`config.mk`:
```
export PLATFORM = sky130hd
export DESIGN_NAME = uart_tx_piso
export DESIGN_NICKNAME = d
export VERILOG_FILES = /design/src/rtl/uart_tx_piso.sv
export SDC_FILE = /design/constraint.sdc
export NUM_CORES = 1
export LEC_CHECK = 0
export ABC_AREA = 1
export BUFFER_PORTS_ARGS = -buffer_cell sky130_fd_sc_hd__buf_2
export CAP_MARGIN = 10
export CORE_AREA = 2 2 55 57
export CTS_CLUSTER_SIZE = 28
export DETAILED_ROUTE_END_ITERATION = 8
export DIE_AREA = 0 0 57 59
export PLACE_DENSITY = 0.8
export SLEW_MARGIN = 40
export SYNTH_ARGS = -nofsm -noshare
export SYNTH_HDL_FRONTEND = slang
export SYNTH_SLANG_ARGS = --single-unit
```
`constraint.sdc`:
```
create_clock -name tx_clk -period 1.3 [get_ports tx_clk]
set_input_delay 0.065 -clock tx_clk [delete_from_list [all_inputs] [get_ports tx_clk]]
set_output_delay 0.065 -clock tx_clk [all_outputs]
set_load 0.02 [all_outputs]
```
`src/rtl/uart_tx_piso.sv`:
```
`default_nettype none
// ============================================================================
//  Module      : uart_tx_piso
//  Description : Parallel-in, serial-out UART transmitter. Accepts one word
//                over a valid/ready handshake and sends it as
//                start bit, data bits (LSB first), optional parity bit,
//                then one or two stop bits. Each bit lasts CLKS_PER_BIT clocks.
//  Ports       : tx_clk     - transmit clock, rising edge
//                rst        - synchronous active-high reset
//                tx_data    - word to send, sampled only at acceptance
//                tx_valid   - tx_data is valid
//                tx_ready   - block can accept a word (state is IDLE)
//                serial_out - registered serial line, idles high
//                busy       - frame in progress (state is not IDLE)
//                tx_done    - one-cycle pulse in the last clock of the frame
//  Revision    : 1.0 - initial release
// ============================================================================
module uart_tx_piso #(
  // Word width; kept equal to the shared UART parameter set (8).
  parameter int DATA_WIDTH   = 8,
  parameter int CLKS_PER_BIT = 16,
  parameter int PARITY_EN    = 0,
  parameter int PARITY_ODD   = 0,
  parameter int STOP_BITS    = 1
) (
  input  logic                  tx_clk,
  input  logic                  rst,
  input  logic [DATA_WIDTH-1:0] tx_data,
  input  logic                  tx_valid,
  output logic                  tx_ready,
  output logic                  serial_out,
  output logic                  busy,
  output logic                  tx_done
);

  // A one-clock bit still needs a one-bit counter.
  localparam int BAUD_W = (CLKS_PER_BIT > 1) ? $clog2(CLKS_PER_BIT) : 1;
  // Bit counter is shared by the data bits and the stop bits.
  localparam int BIT_W  = (DATA_WIDTH > 2) ? $clog2(DATA_WIDTH) : 1;

  localparam logic [BAUD_W-1:0] BAUD_LAST = BAUD_W'(CLKS_PER_BIT - 1);
  localparam logic [BIT_W-1:0]  DATA_LAST = BIT_W'(DATA_WIDTH - 1);
  localparam logic [BIT_W-1:0]  STOP_LAST = BIT_W'(STOP_BITS - 1);
  localparam logic              PAR_INV   = (PARITY_ODD != 0);
  localparam logic              HAS_PAR   = (PARITY_EN != 0);

  typedef enum logic [2:0] {
    S_IDLE   = 3'd0,
    S_START  = 3'd1,
    S_DATA   = 3'd2,
    S_PARITY = 3'd3,
    S_STOP   = 3'd4
  } state_t;

  state_t                state, state_nxt;
  logic [BAUD_W-1:0]     baud_cnt, baud_nxt;
  logic [BIT_W-1:0]      bit_cnt, bit_nxt;
  logic [DATA_WIDTH-1:0] shreg, shreg_nxt;
  logic                  par_bit, par_nxt;
  logic                  serial_nxt;
  logic                  done_nxt;
  logic                  baud_tick;

  assign baud_tick = (baud_cnt == BAUD_LAST);

  // Next-state logic. Outputs are derived from the *next* state so that the
  // registered serial_out and tx_done line up with the state they describe.
  always_comb begin
    state_nxt = state;
    baud_nxt  = baud_cnt;
    bit_nxt   = bit_cnt;
    shreg_nxt = shreg;
    par_nxt   = par_bit;

    if (state != S_IDLE) begin
      baud_nxt = baud_tick ? '0 : baud_cnt + 1'b1;
    end

    unique case (state)
      S_IDLE: begin
        if (tx_valid) begin
          state_nxt = S_START;
          baud_nxt  = '0;
          bit_nxt   = '0;
          shreg_nxt = tx_data;
          // Parity is fixed at acceptance; the shift register is consumed later.
          par_nxt   = (^tx_data) ^ PAR_INV;
        end
      end
      S_START: begin
        if (baud_tick) begin
          state_nxt = S_DATA;
          bit_nxt   = '0;
        end
      end
      S_DATA: begin
        if (baud_tick) begin
          shreg_nxt = shreg >> 1;
          if (bit_cnt == DATA_LAST) begin
            state_nxt = HAS_PAR ? S_PARITY : S_STOP;
            bit_nxt   = '0;
          end else begin
            bit_nxt = bit_cnt + 1'b1;
          end
        end
      end
      S_PARITY: begin
        if (baud_tick) begin
          state_nxt = S_STOP;
          bit_nxt   = '0;
        end
      end
      S_STOP: begin
        if (baud_tick) begin
          if (bit_cnt == STOP_LAST) begin
            state_nxt = S_IDLE;
            bit_nxt   = '0;
          end else begin
            bit_nxt = bit_cnt + 1'b1;
          end
        end
      end
      default: begin
        state_nxt = S_IDLE;
      end
    endcase

    unique case (state_nxt)
      S_START:  serial_nxt = 1'b0;
      S_DATA:   serial_nxt = shreg_nxt[0];
      S_PARITY: serial_nxt = par_nxt;
      default:  serial_nxt = 1'b1;
    endcase

    // High for the final clock of the final stop bit.
    done_nxt = (state_nxt == S_STOP) && (baud_nxt == BAUD_LAST) &&
               (bit_nxt == STOP_LAST);
  end

  always_ff @(posedge tx_clk) begin
    if (rst) begin
      state      <= S_IDLE;
      baud_cnt   <= '0;
      bit_cnt    <= '0;
      shreg      <= '0;
      par_bit    <= 1'b0;
      serial_out <= 1'b1;
      tx_done    <= 1'b0;
    end else begin
      state      <= state_nxt;
      baud_cnt   <= baud_nxt;
      bit_cnt    <= bit_nxt;
      shreg      <= shreg_nxt;
      par_bit    <= par_nxt;
      serial_out <= serial_nxt;
      tx_done    <= done_nxt;
    end
  end

  assign tx_ready = (state == S_IDLE);
  assign busy     = (state != S_IDLE);

endmodule
`default_nettype wire

```
# After elaboration in Yosys (flattened, before gate mapping)
# Index checks and enable logic that the tools add are counted.
# W data, S select, Z words.
[totals]
mem_bits_rw = 0
output_inout_bits = 4
latch_bits = 0
input_bits = 11
register_bits = 21
rom_bits = 0
mem_count = 0
elab_cells = 58
[op_classes]
n_addsub = 2
mux = 25
n_shift = 0
n_eq_ne = 13
n_reduce_logical = 10
n_lt_le_gt_ge = 0
mul = 0
div = 0
n_bitwise = 0
[ops]
columns = ["op", "count"]
rows = [
  ["$mux W3", 13],
  ["$mux W4", 4],
  ["$mux W8", 2],
  ["$pmux W8 S2", 1],
  ["$pmux W3 S5", 1],
  ["$eq A3 B2 Y1 const B", 4],
  ["$pmux W3 S4", 1],
  ["$eq A3 B3 Y1 const B", 3],
  ["$logic_not A3 Y1", 3],
  ["$eq A4 B4 Y1 const B", 2],
  ["$reduce_xor A8 Y1", 1],
  ["$eq A3 B1 Y1 const B", 2],
  ["$add A4 B1 Y4 const B", 1],
  ["$ne A2 B2 Y1 const B", 2],
  ["$add A3 B1 Y3 const B", 1],
  ["$pmux W1 S3", 1],
  ["$reduce_and A3 Y1", 1],
  ["$reduce_bool A3 Y1", 1],
  ["$logic_and A1 B1 Y1", 2],
  ["$mux W1", 2],
  ["$reduce_bool A2 Y1", 1],
  ["$reduce_or A2 Y1", 1],
]

# Depth between registers and ports, before layout
[depth]
ltp_word = 8
mapped_depth = 11
mapped_depth_nobuf = 11

# Worst setup path after synthesis
# No wires, ideal clock.
[synth_path]
path_kind = "register to register"
start = "register state[2]"
end = "register serial_out"
path_buffers = 0
path_stages_with_launch = 11
t_arrival_ns = 1.257
synth_period_minus_slack_ns = 1.378
setup_time_ns = 0.121
required_ns = 1.179
path_slack_ns = -0.078
path_cell_list = "dfxtp_1 inv_2 nand2_2 nor2_2 nand2_4 nand2_1 inv_2 nand2_1 nand3_1 nand2_1 nand3_1"
[synth_between]
word_cells_on_any_way = 19
cone_classes = "7 x eq/ne; 11 x mux; 1 x reduce/logical"
[synth_lines]
columns = ["item", "line", "rtl"]
rows = [
  ["start, declared", "55", "state_t state, state_nxt;"],
  ["start signal, assigned", "150", "state <= state_nxt;"],
  ["$logic_not A3 Y1 *", "n/a", ""],
  ["via tx_ready", "30", "output logic tx_ready,"],
  ["$pmux W3 S5", "79", "unique case (state)"],
  ["$eq A3 B2 Y1 / $eq A3 B1 Y1 (equally long branches)", "128", "unique case (state_nxt)"],
  ["$pmux W1 S3 *", "128", ""],
  ["end signal, assigned", "155", "serial_out <= serial_nxt;"],
  ["end, declared", "31", "output logic serial_out,"],
]
# The timed path passes the listed nets; every way through them passes the cells marked *.
# A chain may end at the register's enable or synchronous reset.

# Worst setup path in the final report
[layout_path]
start = "register baud_cnt[1]"
end = "register tx_done"
[layout_between]
elab_chain_cells = 8
word_cells_on_any_way = 20
cone_classes = "1 x add/sub; 3 x eq/ne; 13 x mux; 3 x reduce/logical"
[layout_rtl]
columns = ["item", "line", "rtl"]
rows = [
  ["start, declared", "56", "logic [BAUD_W-1:0] baud_cnt, baud_nxt;"],
  ["start signal, assigned", "151", "baud_cnt <= baud_nxt;"],
  ["$add A4 B1 Y4 / $eq A4 B4 Y1 (equally long branches)", "76, 64", ""],
  ["$mux W4", "76", "baud_nxt = baud_tick ? '0 : baud_cnt + 1'b1;"],
  ["$mux W4", "75", "if (state != S_IDLE) begin"],
  ["$mux W4", "81", "if (tx_valid) begin"],
  ["$mux W4", "79", ""],
  ["$eq A4 B4 Y1", "136", "done_nxt = (state_nxt == S_STOP) && (baud_nxt == BAUD_LAST) &&"],
  ["$logic_and A1 B1 Y1", "136", ""],
  ["$logic_and A1 B1 Y1 *", "136", ""],
  ["end signal, assigned", "156", "tx_done <= done_nxt;"],
  ["end, declared", "33", "output logic tx_done"],
]
# Every way passes the cells marked *; elsewhere a longest branch is shown, timed or not.

==> impl_metrics.ini <==
[outcome]
outcome = finished with violations
violations = setup timing

[setup_path]
path_max_fanout = 7
critPathKind = reg2reg
reg2regPathDepth = 11
cp.arrival_ns = 1.68
startpoint_type = register
cp.required_ns = 1.53
end_kind = register

[route]
wl_per_cell_um = 13.0
drt_iter0_markers = 66
ant_nets = 0
firstDrtPassIters = 4
via_per_inst = 5.18
routed_wl_um = 3690
vias = 1467
drc = 0

[place]
gp_congestion = 0.880
post-place-ws_ns = -0.138
place_inst = 274
dpl.hpwl_um = 2340
port_buffers = 14

[synthesis]
ys_top_cells_by_area = dfxtp_1 31%, nand2_1 19%, inv_1 5.8%, nand3_1 5.2%, nor2_1 5.0%
yosys_warnings = 0
synthesis.area_um2 = 1350
yosysSeqAreaShare_pct = 31.2
avgSynthCellArea_um2 = 6.42
netlist.area_leader.share_pct = 31.2
synth_nets = 225
yosysTopAreaCell = dfxtp_1
synth-seq-cells = 21
syn_inst = 210
yosysUniqueCellTypes = 26

[timing]
clock_skew_ns = 0.00447
rsz0062_at_grt = yes
slew_violations = 0
slew_headroom_pct = 68.3
setup_viol = 16
period_share_pct = 111
tns_ns = -1.44
postLayoutSetupSlackWorst_ns = -0.147
hold_viol_final = 0
tightest_slew_ns = 0.476
finalCriticalPeriod_ns = 1.45
maxClockFrequency_mhz = 691

[die]
fp.coreArea_um2 = 2710
die_w_um = 57
start_util_pct = 49.8
die_y_um = 59
die-area_um2 = 3360
rows = 19
io_pins = 15

[clock_tree]
cts_root_buf = clkbuf_4
cts_tree = done
cts_sinks = 21
numCtsBuffers = 3
cts_buffer_depth = 2
htreeDepth = 1
clk_latency_ns = 0.32
cts.clk_slew.worst_paths_ns = 0.12

[job]
max-cap-violations = 0

[layout]
num_antenna_cells = 0
syn2layout_area_growth_pct = 43.7
instances_no_fill = 283
post-route-util_pct = 71.5
nets = 268
drive_above_1_share_pct = 46.8

[power_and_ir_drop]
p_leak_uw = 0.000970
ir_drop_v = 0.000726
power.density_nw_per_um2 = 715

[global_routing]
grt.overflow.total = 0
grt_max_degree = 21
grt_use_met1_pct = 21.7
use_met3_pct = 2.40
grt_usage_pct = 20.4
grt_pass1_vias = 1327
grt_pass1_wl_um = 5380
use_met2_pct = 39.4
antenna_found_initial = 0
top_usage_layer = met2

[min_path]
hold_class = in2reg
worstHoldPathCells = 3
[flip-flops by register name, summed over array words and instances (netlist names)]
name and count:
serial_out 1, par_bit 1, bit_cnt 3, baud_cnt 4, tx_done 1, shreg 8
state 3
[worst max-delay path: stages (launching register included)]
cell	delay, ns
dfxtp_2	0.38
ha_4	0.15
nand3_4	0.14
inv_4	0.11
buf_6	0.14
nand2_4	0.06
nand2_2	0.08
nand3_2	0.07
nand2_2	0.07
nand2_2	0.05
nand3_2	0.06
nor2_1	0.04
[synthesized netlist by cell type, drive strengths merged]
master and n:
a31oi 1, nand3 16, o21ai 7, xor2 3, nor2 23, nand4 2, dfxtp 21, ha 4
clkbuf 2, buf 2, inv 28, nor3 3, or2 1, xnor2 3, a22oi 7, nand2 76
and3 1, a21oi 10
[final timing paths]
path | start | endpoint | slack [ns]
max | baud_cnt[1] | tx_done | -0.15
min | tx_data[7] | shreg[7] | 0.02
min reg2reg | shreg[5] | shreg[5] | 0.49
max reg2reg | baud_cnt[1] | tx_done | -0.15
[layout make-up]
class | count | area (um2)
Inverter | 28 | 115
Timing Repair Buffer | 42 | 308
Tap cell | 31 | 38.8
Clock buffer | 3 | 22.5
Fill cell | 202 | 772
Multi-Input combinational cell | 157 | 1020
Clock inverter | 1 | 5.00
Sequential cell | 21 | 428
[power by group]
group          leakage [uW]  internal (uW)  switching, uW
clock network     0.0000177            115            208
logic              0.000778            152            210
registers          0.000174            674           27.0
total              0.000970            941            445
[repair_timing]
| action | in CTS | in global routing |
|---|---|---|
| hold buffers | 0 | 0 |
| buffers inserted | 2 | 4 |
| pin swaps | 7 | 18 |
| gates resized for setup | 17 | 52 |
| hold endpoints to repair | 0 | 0 |
| setup endpoints to repair | 6 | 18 |
[routing by layer]
metal	share of wire [%]	up-vias
met1	40	674
met4	2.5	0
met2	55	32
li1	-	750
met5	0	-
met3	2.9	11
[cell usage in the layout (no fill, tap or decap), types with 2 or more instances in the layout]
cell type,Yosys,final
xnor2_1,3,3
a21oi_1,10,2
buf_2,2,14
inv_4,0,2
dfxtp_2,0,6
nand2_4,2,10
a22oi_1,7,4
o21ai_2,0,2
nand3_4,1,2
ha_1,4,2
a22oi_2,0,3
buf_6,0,4
nand2_2,5,13
xor2_1,3,3
nand3_1,14,8
clkbuf_4,0,3
nand2_1,69,53
nand3_2,1,6
nor2_4,2,4
nor3_1,3,3
inv_2,7,7
nand4_1,2,2
a21oi_2,0,8
dfxtp_1,21,15
nor2_2,3,4
o21ai_1,4,3
buf_4,0,23
nor2_1,18,15
inv_1,21,18
[cells by family after synthesis]
family	share of synthesized area, %
AOI/OAI and AO/OA	10.7
xor gates and xnor gates	3.90
adders and majority gates	3.71
buffers and inverters	9.09
DFF	31.2
and+or+nand+nor	41.5
[per-stage QoR]
step / hold slack, ns / instance area, um2 / power, uW
2_1_floorplan: 0.219 / 1370 / 905
3_3_place_gp: 0.348 / 1630 / 993
3_5_place_dp: 0.355 / 1630 / 1000
4_1_cts: 0.0204 / 1720 / 1340
5_1_grt: 0.0280 / 1940 / 1460
6_report: 0.0212 / 1940 / 1390
Power figures use the tool's default switching activity.
